**src/rtl/cla16_multiword_sequencer.sv**
```systemverilog
// Multi-word add/subtract built from one 16-bit carry-lookahead slice adder.
// Each RUN cycle handles one 16-bit slice, and a register carries between slices.
module cla16_multiword_sequencer #(
  parameter int unsigned WORDS = 4
) (
  input  logic                clk_i,
  input  logic                rst_i,
  input  logic                in_valid_i,
  output logic                in_ready_o,
  input  logic [16*WORDS-1:0] a_i,
  input  logic [16*WORDS-1:0] b_i,
  input  logic                cin_i,
  input  logic                sub_i,
  output logic                out_valid_o,
  input  logic                out_ready_i,
  output logic [16*WORDS-1:0] sum_o,
  output logic                cout_o,
  output logic                ovf_o,
  output logic                busy_o
);

  localparam int unsigned IdxW = (WORDS > 1) ? $clog2(WORDS) : 1;

  typedef enum logic [1:0] {StIdle, StRun, StDone} state_e;

  state_e                 state_q;
  logic [WORDS-1:0][15:0] a_q;
  logic [WORDS-1:0][15:0] b_q;
  logic [WORDS-1:0][15:0] sum_q;
  logic                   sub_q;
  logic                   carry_q;
  logic [IdxW-1:0]        idx_q;
  logic                   cout_q;
  logic                   ovf_q;
  logic                   in_ready_q;
  logic                   out_valid_q;
  logic                   busy_q;

  // Slice adder operands
  logic [15:0] slice_a;
  logic [15:0] slice_b;
  logic [15:0] slice_s;
  logic [15:0] carry;
  logic [15:0] gen;
  logic [15:0] prop;
  logic        grp_c;
  logic        last_slice;

  assign slice_a    = a_q[idx_q];
  assign slice_b    = b_q[idx_q] ^ {16{sub_q}};
  assign last_slice = (idx_q == IdxW'(WORDS - 1));

  // Four 4-bit lookahead groups, rippled group to group.
  always_comb begin
    gen   = slice_a & slice_b;
    prop  = slice_a ^ slice_b;
    carry = '0;
    grp_c = carry_q;
    for (int k = 0; k < 4; k++) begin
      carry[4*k]   = gen[4*k] | (prop[4*k] & grp_c);
      carry[4*k+1] = gen[4*k+1] | (prop[4*k+1] & gen[4*k])
                   | (prop[4*k+1] & prop[4*k] & grp_c);
      carry[4*k+2] = gen[4*k+2] | (prop[4*k+2] & gen[4*k+1])
                   | (prop[4*k+2] & prop[4*k+1] & gen[4*k])
                   | (prop[4*k+2] & prop[4*k+1] & prop[4*k] & grp_c);
      carry[4*k+3] = gen[4*k+3] | (prop[4*k+3] & gen[4*k+2])
                   | (prop[4*k+3] & prop[4*k+2] & gen[4*k+1])
                   | (prop[4*k+3] & prop[4*k+2] & prop[4*k+1] & gen[4*k])
                   | (prop[4*k+3] & prop[4*k+2] & prop[4*k+1] & prop[4*k] & grp_c);
      grp_c = carry[4*k+3];
    end
    slice_s = prop ^ {carry[14:0], carry_q};
  end

  always_ff @(posedge clk_i) begin
    if (rst_i) begin
      state_q     <= StIdle;
      a_q         <= '0;
      b_q         <= '0;
      sum_q       <= '0;
      sub_q       <= 1'b0;
      carry_q     <= 1'b0;
      idx_q       <= '0;
      cout_q      <= 1'b0;
      ovf_q       <= 1'b0;
      in_ready_q  <= 1'b1;
      out_valid_q <= 1'b0;
      busy_q      <= 1'b0;
    end else begin
      unique case (state_q)
        StIdle: begin
          if (in_valid_i) begin
            a_q        <= a_i;
            b_q        <= b_i;
            sub_q      <= sub_i;
            // Subtract is A + ~B + ~cin, so the borrow-in inverts into the carry.
            carry_q    <= cin_i ^ sub_i;
            idx_q      <= '0;
            state_q    <= StRun;
            in_ready_q <= 1'b0;
            busy_q     <= 1'b1;
          end
        end
        StRun: begin
          sum_q[idx_q] <= slice_s;
          carry_q      <= carry[15];
          if (last_slice) begin
            cout_q      <= carry[15];
            ovf_q       <= carry[15] ^ carry[14];
            idx_q       <= '0;
            state_q     <= StDone;
            out_valid_q <= 1'b1;
          end else begin
            idx_q <= idx_q + IdxW'(1);
          end
        end
        StDone: begin
          if (out_ready_i) begin
            state_q     <= StIdle;
            out_valid_q <= 1'b0;
            in_ready_q  <= 1'b1;
            busy_q      <= 1'b0;
          end
        end
        default: begin
          state_q     <= StIdle;
          in_ready_q  <= 1'b1;
          out_valid_q <= 1'b0;
          busy_q      <= 1'b0;
        end
      endcase
    end
  end

  assign in_ready_o  = in_ready_q;
  assign out_valid_o = out_valid_q;
  assign busy_o      = busy_q;
  assign sum_o       = sum_q;
  assign cout_o      = cout_q;
  assign ovf_o       = ovf_q;

endmodule

```
**config.mk**
```make
export PLATFORM = sky130hd
export DESIGN_NAME = cla16_multiword_sequencer
export DESIGN_NICKNAME = d
export VERILOG_FILES = /design/src/rtl/cla16_multiword_sequencer.sv
export SDC_FILE = /design/constraint.sdc
export NUM_CORES = 1
export LEC_CHECK = 0
export CAP_MARGIN = 20
export CORE_MARGIN = 4
export CORE_UTILIZATION = 40
export DETAILED_ROUTE_END_ITERATION = 10
export GPL_TIMING_DRIVEN = 0
export HOLD_SLACK_MARGIN = 0.02
export PLACE_DENSITY = 0.77
export SLEW_MARGIN = 30
export SYNTH_ARGS = -nofsm -noshare
export SYNTH_HDL_FRONTEND = slang
export SYNTH_SLANG_ARGS = --single-unit
```
**constraint.sdc**
```tcl
create_clock -name clk_i -period 7 [get_ports clk_i]
set_clock_uncertainty 0.2 [all_clocks]
set_input_delay 0.7 -clock clk_i [delete_from_list [all_inputs] [get_ports clk_i]]
set_output_delay 0.7 -clock clk_i [all_outputs]
set_load 0.03 [all_outputs]
```
* Yosys cells after proc, flatten, opt, wreduce, memory -nomap -nowiden
Index checks and enable logic that the tools add are counted.
** Cells by class
- Add/sub/neg operators :: 1
- $lt $le $gt $ge :: 2
- Eq/ne operators :: 6
- Multiplexer cells :: 24
- Bitwise logic cells :: 112
- Reductions and logical operators :: 9
** Operators by type and width (count)
- $and A1 B1 Y1 :: 64
- $bmux W16 S2 :: 2
- $bwmux W64 :: 1
- $mux W16 :: 3
- $xor A16 B16 Y16 :: 3
- $or A1 B1 Y1 :: 40
- $demux W16 S2 :: 1
- $and A16 B16 Y16 :: 1
- $mux W2 :: 5
- $pmux W1 S3 :: 3
- $reduce_and A3 Y1 :: 3
- $mux W1 :: 6
- $ne A2 B2 Y1 const B :: 3
- $pmux W2 S3 :: 1
- $reduce_and A2 Y1 :: 3
- $eq A2 B2 Y1 const B :: 2
- $pmux W2 S2 :: 1
- $lt A2 B3 Y1 const B :: 1
- $add A2 B1 Y2 const B :: 1
- $eq A2 B1 Y1 const B :: 1
- $ge A2 B1 Y1 const B :: 1
- $logic_not A2 Y1 :: 1
- $not A1 Y1 :: 2
- $pmux W1 S2 :: 1
- other kinds (3) :: 4
** Storage, ports and cells
- Bits in registers :: 203
- Input bits :: 134
- Logic and storage cells :: 175

* Depth between registers and ports, before layout
- Depth in word-level cells :: 17
- Depth in mapped cells :: 15

* Worst setup path before layout
Ideal clock, no wire load.
- Path kind :: reg2reg
- Start point :: register idx_q[0]
- End point :: register sum_q (netlist bit sum_o[12])
- Setup time :: 0.086 ns
- Arrival time :: 3.803 ns
- Required time :: 6.714 ns
- Slack :: 2.911 ns
- Cell stages (with the launch flop) :: 14
- Buffers on the path :: 3
- Period minus slack after synthesis :: 4.089 ns
- Cells stage by stage :: dfxtp_1 > buf_2 > buf_2 > buf_2 > mux4_2 > ha_1 > a211oi_2 > o21bai_2 > a21o_4 > a31oi_4 > nor2_2 > a21oi_1 > fa_1 > a211oi_1
** On the way
- Word-level cells in the longest chain between the ends :: 15
- Elaborated cells between the ends (all ways) :: 47
- Those cells by class :: order compare (2); mux (7); bitwise (37); reduce/logical (1)
** Ends and longest elaborated chain
- from (decl) :: line 32 : logic [IdxW-1:0] idx_q;
- from (signal assigned) :: line 114 : idx_q <= idx_q + IdxW'(1);
- $bmux W16 S2 :: line 50 : assign slice_b = b_q[idx_q] ^ {16{sub_q}};
- $mux W16 (implied by the code) :: line 50
- $xor A16 B16 Y16 :: line 50
- $xor A16 B16 Y16 or $and A16 B16 Y16 (tied branches) :: line 56, 55
- $and A1 B1 Y1, on equally long branches
- $or A1 B1 Y1 (tied with other cells) :: line 66 : carry[4*k+3] = gen[4*k+3] | (prop[4*k+3] & gen[4*k+2])
- $or A1 B1 Y1 (tied with other cells) :: line 67 : | (prop[4*k+3] & prop[4*k+2] & gen[4*k+1])
- $or A1 B1 Y1 or $and A1 B1 Y1 (tied branches) :: line 68, 69
- $or A1 B1 Y1 :: line 69 : | (prop[4*k+3] & prop[4*k+2] & prop[4*k+1] & prop[4*k] & grp_c);
- $and A1 B1 Y1 :: line 69
- $or A1 B1 Y1 :: line 69
- $and A1 B1 Y1 :: line 69
- $or A1 B1 Y1 :: line 69
- $xor A16 B16 Y16 :: line 72 : slice_s = prop ^ {carry[14:0], carry_q};
- $bwmux W64 * :: line 105 : sum_q[idx_q] <= slice_s;
- to (signal, indexed assignment) :: line 105
- to (decl) :: line 29 : logic [WORDS-1:0][15:0] sum_q;
Every way passes the cells marked *; elsewhere a longest branch is shown, timed or not. The select of a mux whose other input is x is not followed.
A chain may end at the register's enable or synchronous reset.

* Worst setup path after layout
- Start point :: register idx_q[1]
- End point :: register sum_q (netlist bit sum_o[61])
** On the way
- Word-level cells in the longest chain between the ends :: 17
- Elaborated cells between the ends (all ways) :: 49
- Those cells by class :: order compare (2); mux (7); bitwise (39); reduce/logical (1)
** Ends and longest elaborated chain
- $bmux W16 S2 :: line 50
- $mux W16 (implied by the code) :: line 50
- $xor A16 B16 Y16 :: line 50
- $xor A16 B16 Y16 or $and A16 B16 Y16 (tied branches) :: line 56, 55
- $and A1 B1 Y1, on equally long branches
- $or A1 B1 Y1 (tied with other cells) :: line 66
- $or A1 B1 Y1 (tied with other cells) :: line 67
- $or A1 B1 Y1 or $and A1 B1 Y1 (tied branches) :: line 68, 69
- $or A1 B1 Y1 :: line 69
- $and A1 B1 Y1 :: line 69
- $or A1 B1 Y1 :: line 69
- $and A1 B1 Y1 :: line 69
- $or A1 B1 Y1 :: line 69
- $and A1 B1 Y1 :: line 60 : carry[4*k] = gen[4*k] | (prop[4*k] & grp_c);
- $or A1 B1 Y1 :: line 60
- $xor A16 B16 Y16 :: line 72
- $bwmux W64 * :: line 105
Marked as above.

==> results.tsv <==
metric	value	unit
status	finished clean	
antenna_found_initial	0	
worst_slew_pin_slew	756	ps
num_io_pins	203	
r2r-end	sum_o[61]$_SDFFE_PP0P_	
cts_hold_buf	0	
fin_hold_ws	251	ps
synth-seq-cells	203	
critPathKind	register to register	
grt_max_degree	14	
synth-compound-area-share	16.2	%
arrival	5240	ps
async_flop_share	0	%
period_share	71.5	%
nets	1445	
clk_pin_slew	60	ps
grt_use_total	22.1	%
synth.largest_area_cell	dfxtp_1	
numCtsBuffers	22	
wl_per_cell	17.9	µm
synth-edff-count	0	
synth.top_cell.area_share	44.9	%
ir_drop	0.128	mV
critical_path.max_fanout	10	
clockBufferDepth	3	
leakagePower	4.47	nW
viasPerCell	5.35	
clkSinkCount	203	
clk_latency	510	ps
tritoncts	done	
postSynthCellCount	1061	
min_path_type	register to register	
cp-endpoint	sum_o[61]$_SDFFE_PP0P_	
synth_xor_area_share	2.32	%
drt_iter0_drc	553	
drc_errors	0	
setup_tns	0	ps
slowest_stage	clkbuf_1	
yosys_most_used_dff	dfxtp_1	
cts_resized	0	
critPathLaunch	idx_q[1]$_SDFFE_PP0P_	
grt_pass1_wl	43.6	mm
startpoint_type	register	
synth_nets	1219	
layout-drive-gt1-share	8.30	%
synth_mux_area_share	7.97	%
rsz0062_at_grt	false	
r2r-start	idx_q[1]$_SDFFE_PP0P_	
dieArea	25100	µm²
ctsRootBufferMaster	clkbuf_16	
initial_core_util	41.1	%
register_area	4060	µm²
die_w	158	µm
slew_headroom	49.6	%
place_congestion	0.932	
hold_viol	0	
yosysWarningCount	0	
hpwlAfterDp	21.9	mm
grt_pass1_vias	8286	
avgSynthCellArea	8.53	µm²
fill_cells	1975	
overflow	0	
final-setup-viol-count	0	
period_minus_slack	5000	ps
vias	8456	
area_delta_synth_final	34.2	%
multiInputGateArea	4610	µm²
max_freq	200	MHz
cp_data_required_time	7230	ps
synth_top_family_by_area	simple AND/OR/NAND/NOR gates	
core_area	22000	µm²
synthAdderAreaFrac	3.65	%
cap_violations	0	
finalMaxSlewViolations	0	
antenna_left	0	
htree_levels	1	
p_per_area	241	nW/µm²
netlist_area	9050	µm²
critPathMaxStageDelay	630	ps
wl	28.3	mm
die_y	158	µm
synth_cell_types	52	
ff2ff_path_depth	15	
antenna_cells	0	
endpoint_kind	register	
portBuffers	202	
post_cts_buffers	0	
synth_simple_gate_area_share	20.9	%
firstDrtPassIters	5	
rows	54	
r2r_setup_slack	2000	ps
seq_area_frac_synth	44.9	%
worstPathCellList	clkbuf_1 -> clkbuf_1 -> buf_2 -> mux4_2 -> ha_1 -> a211oi_2 -> o21bai_2 -> a21o_4 -> a31oi_4 -> nor2_2 -> a21oi_1 -> fa_1 -> xnor2_1 -> nand2_1 -> a21oi_1	
synthTopCellsByArea	dfxtp_1, nand2_1, a21oi_1, mux4_2, ha_1	
-- sequential cells by signal (all words and copies together) (netlist names), 2 cells and up --
name / count
b_q: 64
state_q: 2
idx_q: 2
a_q: 64
sum_o: 64
-- metrics by stage --
step	total power, mW	utilization [%]	cells	setup slack (ps)	cell area [µm²]
floorplan	1.57	-	1061	2910	9050
global placement	1.78	51.8	1543	2180	11400
detailed placement	1.79	51.8	1543	2090	11400
CTS	2.93	55.1	1581	2050	12100
global route	3.02	55.1	1581	1760	12100
finish	2.92	55.1	1581	2000	12100
-- power breakdown --
group          total (mW)  internal [mW]  switching (mW)
registers            1.25           1.22          0.0346
logic               0.519          0.222           0.298
clock network        1.15          0.682           0.470
-- kinds of logic after synthesis --
logic type / Yosys count
AOI/OAI and AO/OA: 245
xor gates and xnor gates: 24
adders and majority gates: 24
buffers and inverters: 90
DFF: 203
muxes: 32
and+or+nand+nor: 443
-- worst min path at each step --
stage                               from                    to  slack, ps  depth (start not counted)
finish              a_q[40]$_SDFFE_PP0P_  a_q[40]$_SDFFE_PP0P_        250                          2
global placement    b_q[30]$_SDFFE_PP0P_  b_q[30]$_SDFFE_PP0P_        240                          2
floorplan           a_q[32]$_SDFFE_PP0P_  a_q[32]$_SDFFE_PP0P_        230                          2
global route        a_q[40]$_SDFFE_PP0P_  a_q[40]$_SDFFE_PP0P_        270                          2
detailed placement  a_q[40]$_SDFFE_PP0P_  a_q[40]$_SDFFE_PP0P_        240                          2
CTS                 a_q[40]$_SDFFE_PP0P_  a_q[40]$_SDFFE_PP0P_        250                          2
-- routing by layer --
layer,share of wire [%],GRT usage [%],vias up
li1,-,-,4094
met1,42,29.1,3947
met2,47,36.5,349
met3,6.7,2.80,66
met4,4.0,9.30,0
met5,0,0,-
-- worst max-delay path: cells and delay by family (launching register included) --
kind	cells	cell delay (ps)
AND/OR/NAND/NOR	2	340
flip-flops	1	420
adder cells (fa/ha/maj)	2	760
multiplexers	1	420
buffers and inverters	3	1400
AO/OA/AOI/OAI	6	930
XOR/XNOR	1	470
-- cells in the mapped netlist, types with 2 or more instances --
master	number
a211oi_1	18
a21o_1	9
a21oi_1	168
a21oi_2	2
a311o_1	3
a31oi_1	8
and2_1	5
buf_1	4
buf_2	24
clkbuf_1	50
dfxtp_1	203
fa_1	4
ha_1	20
inv_1	12
mux4_2	32
nand2_1	328
nand2b_1	8
nand3_1	17
nand3b_1	13
nand4_1	4
nor2_1	35
nor2b_1	3
nor3_1	13
nor3b_1	4
o211ai_1	4
o21ai_0	3
o21ai_1	10
o311ai_1	4
o32a_1	4
or2_2	2
or4_1	4
xnor2_1	6
xor2_1	18
-- cells in the final DEF, fill, tap and decap left out, types with 2 or more instances in the layout --
cell type	synthesis	layout
clkbuf_8	0	8
clkinv_2	0	3
nor2b_1	3	3
inv_1	12	12
clkbuf_1	50	53
nand2_1	328	328
ha_1	20	20
nor3_1	13	13
nand3_1	17	17
or4_1	4	4
o311ai_1	4	4
o32a_1	4	4
buf_1	4	4
nand3b_1	13	13
xnor2_1	6	6
nor3b_1	4	4
a31oi_1	8	8
mux4_2	32	32
o21ai_0	3	3
dfxtp_1	203	203
o211ai_1	4	4
a21oi_1	168	168
or2_2	2	2
a211oi_1	18	18
fa_1	4	4
clkdlybuf4s50_1	0	202
buf_2	24	24
nand2b_1	8	8
and2_1	5	5
nor2_1	35	35
a21oi_2	2	2
o21ai_1	10	10
xor2_1	18	18
nand4_1	4	4
a21o_1	9	9
a311o_1	3	3
clkbuf_16	0	23
-- area by class of cell --
cell class                      instances  area share, %
Inverter                               12          0.371
Clock buffer                           34           5.74
Sequential cell                       203           33.5
Timing Repair Buffer                  202           16.7
Buffer                                 78           2.66
Clock inverter                          4          0.196
Multi-Input combinational cell        768           38.0
Tap cell                              280           2.89
(Power assumes the default switching activity.)
